## config.mk

```make
export PLATFORM = sky130hd
export DESIGN_NAME = spi_host_mode0
export DESIGN_NICKNAME = d
export VERILOG_FILES = /design/src/rtl/spi_host_mode0.sv
export SDC_FILE = /design/constraint.sdc
export NUM_CORES = 1
export LEC_CHECK = 0
export CORE_MARGIN = 5
export CORE_UTILIZATION = 54
export CTS_CLUSTER_SIZE = 14
export DETAILED_ROUTE_END_ITERATION = 10
export GPL_TIMING_DRIVEN = 1
export PLACE_DENSITY = 0.82
export SYNTH_ARGS = -nofsm -noshare
export SYNTH_HDL_FRONTEND = slang
export SYNTH_SLANG_ARGS = --single-unit
```

## constraint.sdc

```tcl
create_clock -name clk -period 2.8 [get_ports clk]
set_input_delay 0.84 -clock clk [delete_from_list [all_inputs] [get_ports clk]]
set_output_delay 0.84 -clock clk [all_outputs]
set_load 0.05 [all_outputs]
```

## src/rtl/spi_host_mode0.sv

```systemverilog
// spi_host_mode0 -- SPI mode-0 host (CPOL=0, CPHA=0), one byte per transaction.
//
// Bytes arrive on a valid/ready interface and are shifted out MSB first on
// spi_mosi while spi_miso is shifted into the receive register. Each completed
// byte is presented on rx_data with a one-cycle rx_valid pulse. With hold_cs
// set at accept time, a byte offered in the final cycle of the current byte
// continues the transfer without releasing spi_cs (seamless burst).
//
// Ports:
//   clk       system clock, all logic on posedge
//   rst       asynchronous active-high reset (aborts any transfer)
//   tx_data   byte to send, MSB first
//   tx_valid  tx_data valid
//   tx_ready  byte accepted on the edge where tx_valid & tx_ready
//   hold_cs   sampled at accept: keep spi_cs low for a directly following byte
//   rx_data   last received byte, stable until the next rx_valid
//   rx_valid  one-cycle pulse when rx_data updates
//   busy      high from accept until the return to IDLE
//   spi_cs    chip select, high = deselected
//   spi_sclk  SPI clock, idles low
//   spi_mosi  host data out, changes on falling SCLK
//   spi_miso  device data in, asynchronous to clk (synchronised internally)
//
// CLK_DIV: clk cycles per SCLK half-period (4..255); every state lasts CLK_DIV cycles.
module spi_host_mode0 #(
    parameter int unsigned CLK_DIV = 4
) (
    input  logic       clk,
    input  logic       rst,
    input  logic [7:0] tx_data,
    input  logic       tx_valid,
    output logic       tx_ready,
    input  logic       hold_cs,
    output logic [7:0] rx_data,
    output logic       rx_valid,
    output logic       busy,
    output logic       spi_cs,
    output logic       spi_sclk,
    output logic       spi_mosi,
    input  logic       spi_miso
);

    localparam logic [7:0] DIV_LAST = 8'(CLK_DIV - 1);

    typedef enum logic [2:0] {
        IDLE,
        LEAD,
        HIGH,
        LOW,
        TRAIL,
        GAP
    } state_t;

    state_t     state;
    state_t     state_next;
    logic [7:0] div_cnt;
    logic [2:0] bit_cnt;
    logic [6:0] tx_shift;   // remaining bits after the MSB already on spi_mosi
    logic [7:0] rx_shift;
    logic       hold_cs_q;
    logic       miso_s1;
    logic       miso_s2;
    logic       div_end;
    logic       byte_end;
    logic       accept;

    assign div_end  = (div_cnt == DIV_LAST);
    // Final cycle of the last SCLK-high phase: the 8th falling edge follows.
    assign byte_end = (state == HIGH) && div_end && (bit_cnt == 3'd7);
    assign accept   = tx_valid && tx_ready;

    // Next-state and ready decode
    always_comb begin
        state_next = state;
        tx_ready   = 1'b0;
        case (state)
            IDLE: begin
                tx_ready = 1'b1;
                if (tx_valid) state_next = LEAD;
            end
            LEAD, LOW: begin
                if (div_end) state_next = HIGH;
            end
            HIGH: begin
                // Burst continuation is only offered when chip select is being held
                tx_ready = byte_end && hold_cs_q;
                if (div_end) begin
                    if (bit_cnt != 3'd7)             state_next = LOW;
                    else if (hold_cs_q && tx_valid)  state_next = LEAD;
                    else                             state_next = TRAIL;
                end
            end
            TRAIL: begin
                if (div_end) state_next = GAP;
            end
            GAP: begin
                if (div_end) state_next = IDLE;
            end
            default: state_next = IDLE;
        endcase
    end

    always_ff @(posedge clk or posedge rst) begin
        if (rst) state <= IDLE;
        else     state <= state_next;
    end

    // spi_miso two-flop synchroniser
    always_ff @(posedge clk or posedge rst) begin
        if (rst) begin
            miso_s1 <= 1'b0;
            miso_s2 <= 1'b0;
        end else begin
            miso_s1 <= spi_miso;
            miso_s2 <= miso_s1;
        end
    end

    // Datapath and registered SPI outputs
    always_ff @(posedge clk or posedge rst) begin
        if (rst) begin
            div_cnt   <= '0;
            bit_cnt   <= '0;
            tx_shift  <= '0;
            rx_shift  <= '0;
            hold_cs_q <= 1'b0;
            rx_data   <= '0;
            rx_valid  <= 1'b0;
            busy      <= 1'b0;
            spi_cs    <= 1'b1;
            spi_sclk  <= 1'b0;
            spi_mosi  <= 1'b0;
        end else begin
            rx_valid <= 1'b0;
            div_cnt  <= ((state_next != state) || (state == IDLE)) ? '0 : div_cnt + 8'd1;

            case (state)
                LEAD, LOW: begin
                    if (div_end) begin
                        spi_sclk <= 1'b1;
                        rx_shift <= {rx_shift[6:0], miso_s2};
                    end
                end
                HIGH: begin
                    if (div_end) begin
                        spi_sclk <= 1'b0;
                        bit_cnt  <= bit_cnt + 3'd1;
                        if (bit_cnt == 3'd7) begin
                            rx_data  <= rx_shift;
                            rx_valid <= 1'b1;
                            spi_mosi <= 1'b0;
                        end else begin
                            spi_mosi <= tx_shift[6];
                            tx_shift <= {tx_shift[5:0], 1'b0};
                        end
                    end
                end
                TRAIL: begin
                    if (div_end) spi_cs <= 1'b1;
                end
                GAP: begin
                    if (div_end) busy <= 1'b0;
                end
                default: ;
            endcase

            // Accept from IDLE or at byte end; placed last so a burst accept
            // overrides the idle-low mosi of the byte-end branch above.
            if (accept) begin
                tx_shift  <= tx_data[6:0];
                hold_cs_q <= hold_cs;
                bit_cnt   <= '0;
                spi_cs    <= 1'b0;
                spi_mosi  <= tx_data[7];
                busy      <= 1'b1;
            end
        end
    end

endmodule

```

# Word-level counts from Yosys, hierarchy flattened
# Index checks and enable logic that the tools add are counted.
# classes
muxes	31
n_addsub	2
n_reduce_logical	20
n_eq_ne	12
# op_table
cell	n
$mux 3	10
$mux 7	4
$pmux 3 s5	1
$mux 1	13
$reduce_bool 2->1	5
$eq 3x3->1 const B	3
$reduce_and 3->1	3
$add 8x1->8 const B	1
$eq 8x2->1 const B	1
$mux 8	1
$reduce_and 2->1	4
$eq 3x2->1 const B	2
$ne 2x2->1 const B	3
$logic_and 1x1->1	5
$pmux 1 s2	2
$add 3x1->3 const B	1
$eq 3x1->1 const B	1
$logic_not 3->1	1
$ne 3x3->1	1
$ne 3x3->1 const B	1
$reduce_or 2->1	1
$logic_or 1x1->1	1
# totals
output_inout_bits	14
reg_bits	45
wordCells	79

# Longest topological paths before layout
# logic_depth
word_depth	8
ltp_mapped	6
ltp_nobuf	6

# Least setup slack after synthesis
# OpenSTA, ideal clock, no wires.
# synth_path
path_kind	reg2out
startpoint	reg div_cnt[0]
endpoint	out tx_ready
arrival_time_ps	1892
path_slack_ps	68
stages_incl_launch_ff	5
path_buffers	0
required_ps	1960
path_cell_list	dfrtp_1 ha_1 nor3b_2 a41oi_2 nor2_1
# synth_between
elab_chain_len	5
# synth_rtl
item	line_no	source
from (decl)	56	logic [7:0] div_cnt;
from (signal assigned)	135	div_cnt <= ((state_next != state) || (state == IDLE)) ? '0 : div_cnt + 8'd1;
$eq 8x2->1	67	assign div_end = (div_cnt == DIV_LAST);
$logic_and 1x1->1 (2 in a row)	69	assign byte_end = (state == HIGH) && div_end && (bit_cnt == 3'd7);
$logic_and 1x1->1	86	tx_ready = byte_end && hold_cs_q;
$pmux 1 s2	76	case (state)
to (decl)	32	output logic tx_ready,
# Every way passes these cells.

# Worst setup path after layout
# layout_path
startpoint	reg div_cnt[2]
endpoint	out tx_ready
# Same word-level chain as after synthesis.

==> flow_summary_export.csv <==
group,metric,value,unit
outcome,outcome,"finished, final reports clean",
yosys,syn_area_per_cell,12.4,µm²
worst_setup_path,crit_slowest_cell,"nor4_4",
cells_and_area,mostFrequentLayoutCell,"dfrtp_1",
die,fp.dieW,70.9,µm
die,row_count,22,
worst_setup_path,worstReg2RegEnd,"rx_shift[6]$_DFFE_PP0P_",
yosys,synth_fp_nets,179,
worst_setup_path,path_class,"reg2out",
yosys,yosysUniqueCellTypes,38,
drt,drtIter0Drc,122,
drt,vias,1387,
clock_tree,hold_buffers,0,
worst_setup_path,arrival,1850,ps
worst_setup_path,r2r_slack,540,ps
yosys,synthAdderAreaFrac,0.0250,
global_route,antenna_found_initial,0,
global_route,grt_pass1_wl,6400,µm
power_and_ir_drop,p_comb_frac,0.361,
clock_tree,numCtsBuffers,5,
worst_setup_path,max_stage_delay,520,ps
power_and_ir_drop,vdd_drop_max,0.513,mV
yosys,synth_xor_area_frac,0.0306,
worst_setup_path,cp-start-kind,"flip-flop",
power_and_ir_drop,p_sw,0.000786,W
sta,fin_skew,9.52,ps
min_path,hp-class,"reg2reg",
yosys,synthMuxAreaShare,0.140,
sta,setup-violations-final,0,
yosys,synth_edf_count,0,
drt,totalWireLength,3780,µm
cells_and_area,multiInputGateArea,861,µm²
placed_design,placed_area,2340,µm²
yosys,synth_top_family_by_area,"simple AND/OR/NAND/NOR gates",
clock_tree,cts.sinks,45,
global_route,overflow,0,
global_route,grt_max_degree,46,
die,coreArea,3630,µm²
worst_setup_path,path_cells,"nor4_4 -> a41oi_4 -> nor2_2 -> buf_12",
job,maxCapViolations,0,
cells_and_area,syn_to_final_growth,22.0,%
yosys,synth-main-ff-cell,"dfrtp_1",
die,die_area,5030,µm²
power_and_ir_drop,clock_power_share,0.174,
worst_setup_path,critical_path_peak_fanout,7,
yosys,synthArstFlopShare,1.00,
sta,finalSetupTns,0,ps
min_path,whs_path_depth,0,
yosys,ys_seq_area_frac,0.562,
cells_and_area,final_cell_area,2450,µm²
worst_setup_path,cp_data_required_time,1960,ps
clock_tree,cts_buffer_depth,2,
placed_design,gp_congestion,0.843,
sta,tightest_slew,569,ps
drt,final_antenna_net_count,0,
clock_tree,clock_latency,300,ps
global_route,grt_usage,0.161,
power_and_ir_drop,power,0.00218,W
drt,wl_per_cell,15.5,µm
sta,period_minus_slack,2690,ps
placed_design,io_buffers,26,
sta,finalCritPeriodShare,0.961,
worst_setup_path,crit_path_end_kind,"output port",
power_and_ir_drop,p_int,0.00139,W
sta,slew_viol_final,0,
global_route,grt_pass1_vias,1409,
drt,via_per_inst,5.68,
global_route,grtUsageMet1,0.204,
clock_tree,cts_tree,"done",
clock_tree,cts_root_buffer,"clkbuf_8",
yosys,synth_top_area_share,0.549,
min_path,min_from,"miso_s1$_DFF_PP0_",
die,start_util,0.552,
sta,finalHoldViolations,0,
yosys,yosysTopAreaCell,"dfrtp_1",
die,die_h,70.9,µm
yosys,synth_compound_area_frac,0.0805,
power_and_ir_drop,p_seq_frac,0.464,
sta,maxSlewHeadroom,0.620,
power_and_ir_drop,switching_share,0.361,
cells_and_area,fin_nets,212,
clock_tree,htreeDepth,2,
placed_design,dp_hpwl,2630,µm
yosys,yosys.area_share.simple,0.143,
power_and_ir_drop,p_per_area,891,nW/µm²
cells_and_area,n_antenna_cell,0,
power_and_ir_drop,p_leak,1.11,nW
worst_setup_path,r2r_cells,6,
yosys,ys_warn_count,0,
cells_and_area,seq_area,1130,µm²
cells_and_area,fillers,281,
yosys,postSynthCellCount,162,
yosys,netlist_area,2010,µm²
global_route,grt_use_met3,0.0497,
global_route,grt_busiest_layer,"met2",
drt,drc_errors,0,
worst_setup_path,r2r-start,"div_cnt[0]$_DFF_PP0_",
yosys,yosys-top-cells-area,"dfrtp_1 (55%), mux2_2 (13%), nor2_1 (3.2%), xor2_1 (2.6%), ha_1 (2.5%)",
global_route,grtUsageMet2,0.258,
worst_setup_path,crit_family,"simple AND/OR/NAND/NOR gates",
min_path,whs_endpoint,"miso_s2$_DFF_PP0_",
clock_tree,clkTransAtPathRegs,80,ps
worst_setup_path,crit_buf_inv,1,
cells_and_area,drive_gt1_frac,0.245,
sta,fmaxAchievable,0.372,GHz
die,num_io_pins,27,
yosys,ys_seq_elements,45,
cells_and_area,final_cell_mix,"dfrtp_1 (44), clkdlybuf4s50_1 (25), mux2_2 (24)",
drt,drtPass1Iterations,4,
## flip-flops by register name, summed over array words and instances, names as in the netlist
register	cells
div_cnt	8
miso_s2	1
tx_shift	7
state	3
spi_mosi	1
spi_sclk	1
rx_data	8
busy	1
hold_cs_q	1
rx_shift	8
miso_s1	1
rx_valid	1
spi_cs	1
bit_cnt	3
## how the worst max path moves through the flow
| stage | startpoint | end | slack (ps) | cells past startpoint |
|---|---|---|---|---|
| 3_5_place_dp | div_cnt[0]$_DFF_PP0_ | tx_ready | 320 | 5 |
| 3_3_place_gp | div_cnt[5]$_DFF_PP0_ | tx_ready | 420 | 4 |
| 2_1_floorplan | div_cnt[0]$_DFF_PP0_ | tx_ready | 70 | 4 |
| 5_1_grt | div_cnt[2]$_DFF_PP0_ | tx_ready | -10 | 4 |
| 6_report | div_cnt[2]$_DFF_PP0_ | tx_ready | 110 | 4 |
| 4_1_cts | div_cnt[0]$_DFF_PP0_ | tx_ready | 0.4 | 5 |
## logic make-up (layout without fill, tap and decap cells)
kind of cell | count (synthesis) | count (layout)
AND/OR/NAND/NOR | 51 | 51
XOR/XNOR | 7 | 7
adder cells (fa/ha/maj) | 4 | 4
multiplexers | 25 | 25
buffers and inverters | 9 | 43
AO/OA/AOI/OAI | 21 | 21
flip-flops | 45 | 45
## area by class of cell
cell class | count | share of cell area
repair buffers | 29 | 0.120
clock inverters | 2 | 0.00409
multi-input cells | 108 | 0.352
clock buffers | 6 | 0.0297
flip-flops and latches | 45 | 0.461
inverters | 6 | 0.00921
well taps | 48 | 0.0246
## through the flow
step	util	instances	setup slack, ps	hold slack (ps)
floorplan	-	162	68.4	331
global placement	0.643	235	419	336
detailed placement	0.643	235	322	340
CTS	0.666	243	0.403	358
global route	0.673	244	-13.8	383
finish	0.673	244	111	356
## routing by layer
layer / part of all wire / vias to the layer above
li1: - / 640
met1: 0.43 / 682
met2: 0.49 / 55
met3: 0.056 / 10
met4: 0.022 / 0
met5: 0 / -
## what timing repair did
action,4_1_cts,5_1_grt
buffers inserted,0,1
setup endpoints to repair,0,1
gates resized for setup,0,3
## worst register-to-register path: cells and delay by family, from the launching register on
kind,cells,cell delay (ps)
simple gates,3,960
fa+ha+maj,1,250
flops,1,410
buf+inv,1,200
mux,1,340
## power by group through the flow
stage / logic, W / clock network (W) / registers (W)
3_5_place_dp: 0.000747 / 0 / 0.00102
3_3_place_gp: 0.000715 / 0 / 0.00101
5_1_grt: 0.000864 / 0.000425 / 0.00104
4_1_cts: 0.000752 / 0.000389 / 0.00101
6_report: 0.000788 / 0.000380 / 0.00101
2_1_floorplan: 0.000495 / 0 / 0.00106
## synth_stat cells, types with 2 or more instances
cell	number
and3_1	3
nand3_1	8
a21oi_1	5
nand2_1	7
inv_1	6
o221a_2	3
a31oi_1	2
dfrtp_1	44
or3_1	3
o22ai_1	2
clkbuf_1	2
o21ai_0	2
nor2_1	17
xor2_1	6
mux2_2	24
nor2b_1	3
ha_1	4
No activity file was read; power rests on OpenSTA's default activity.
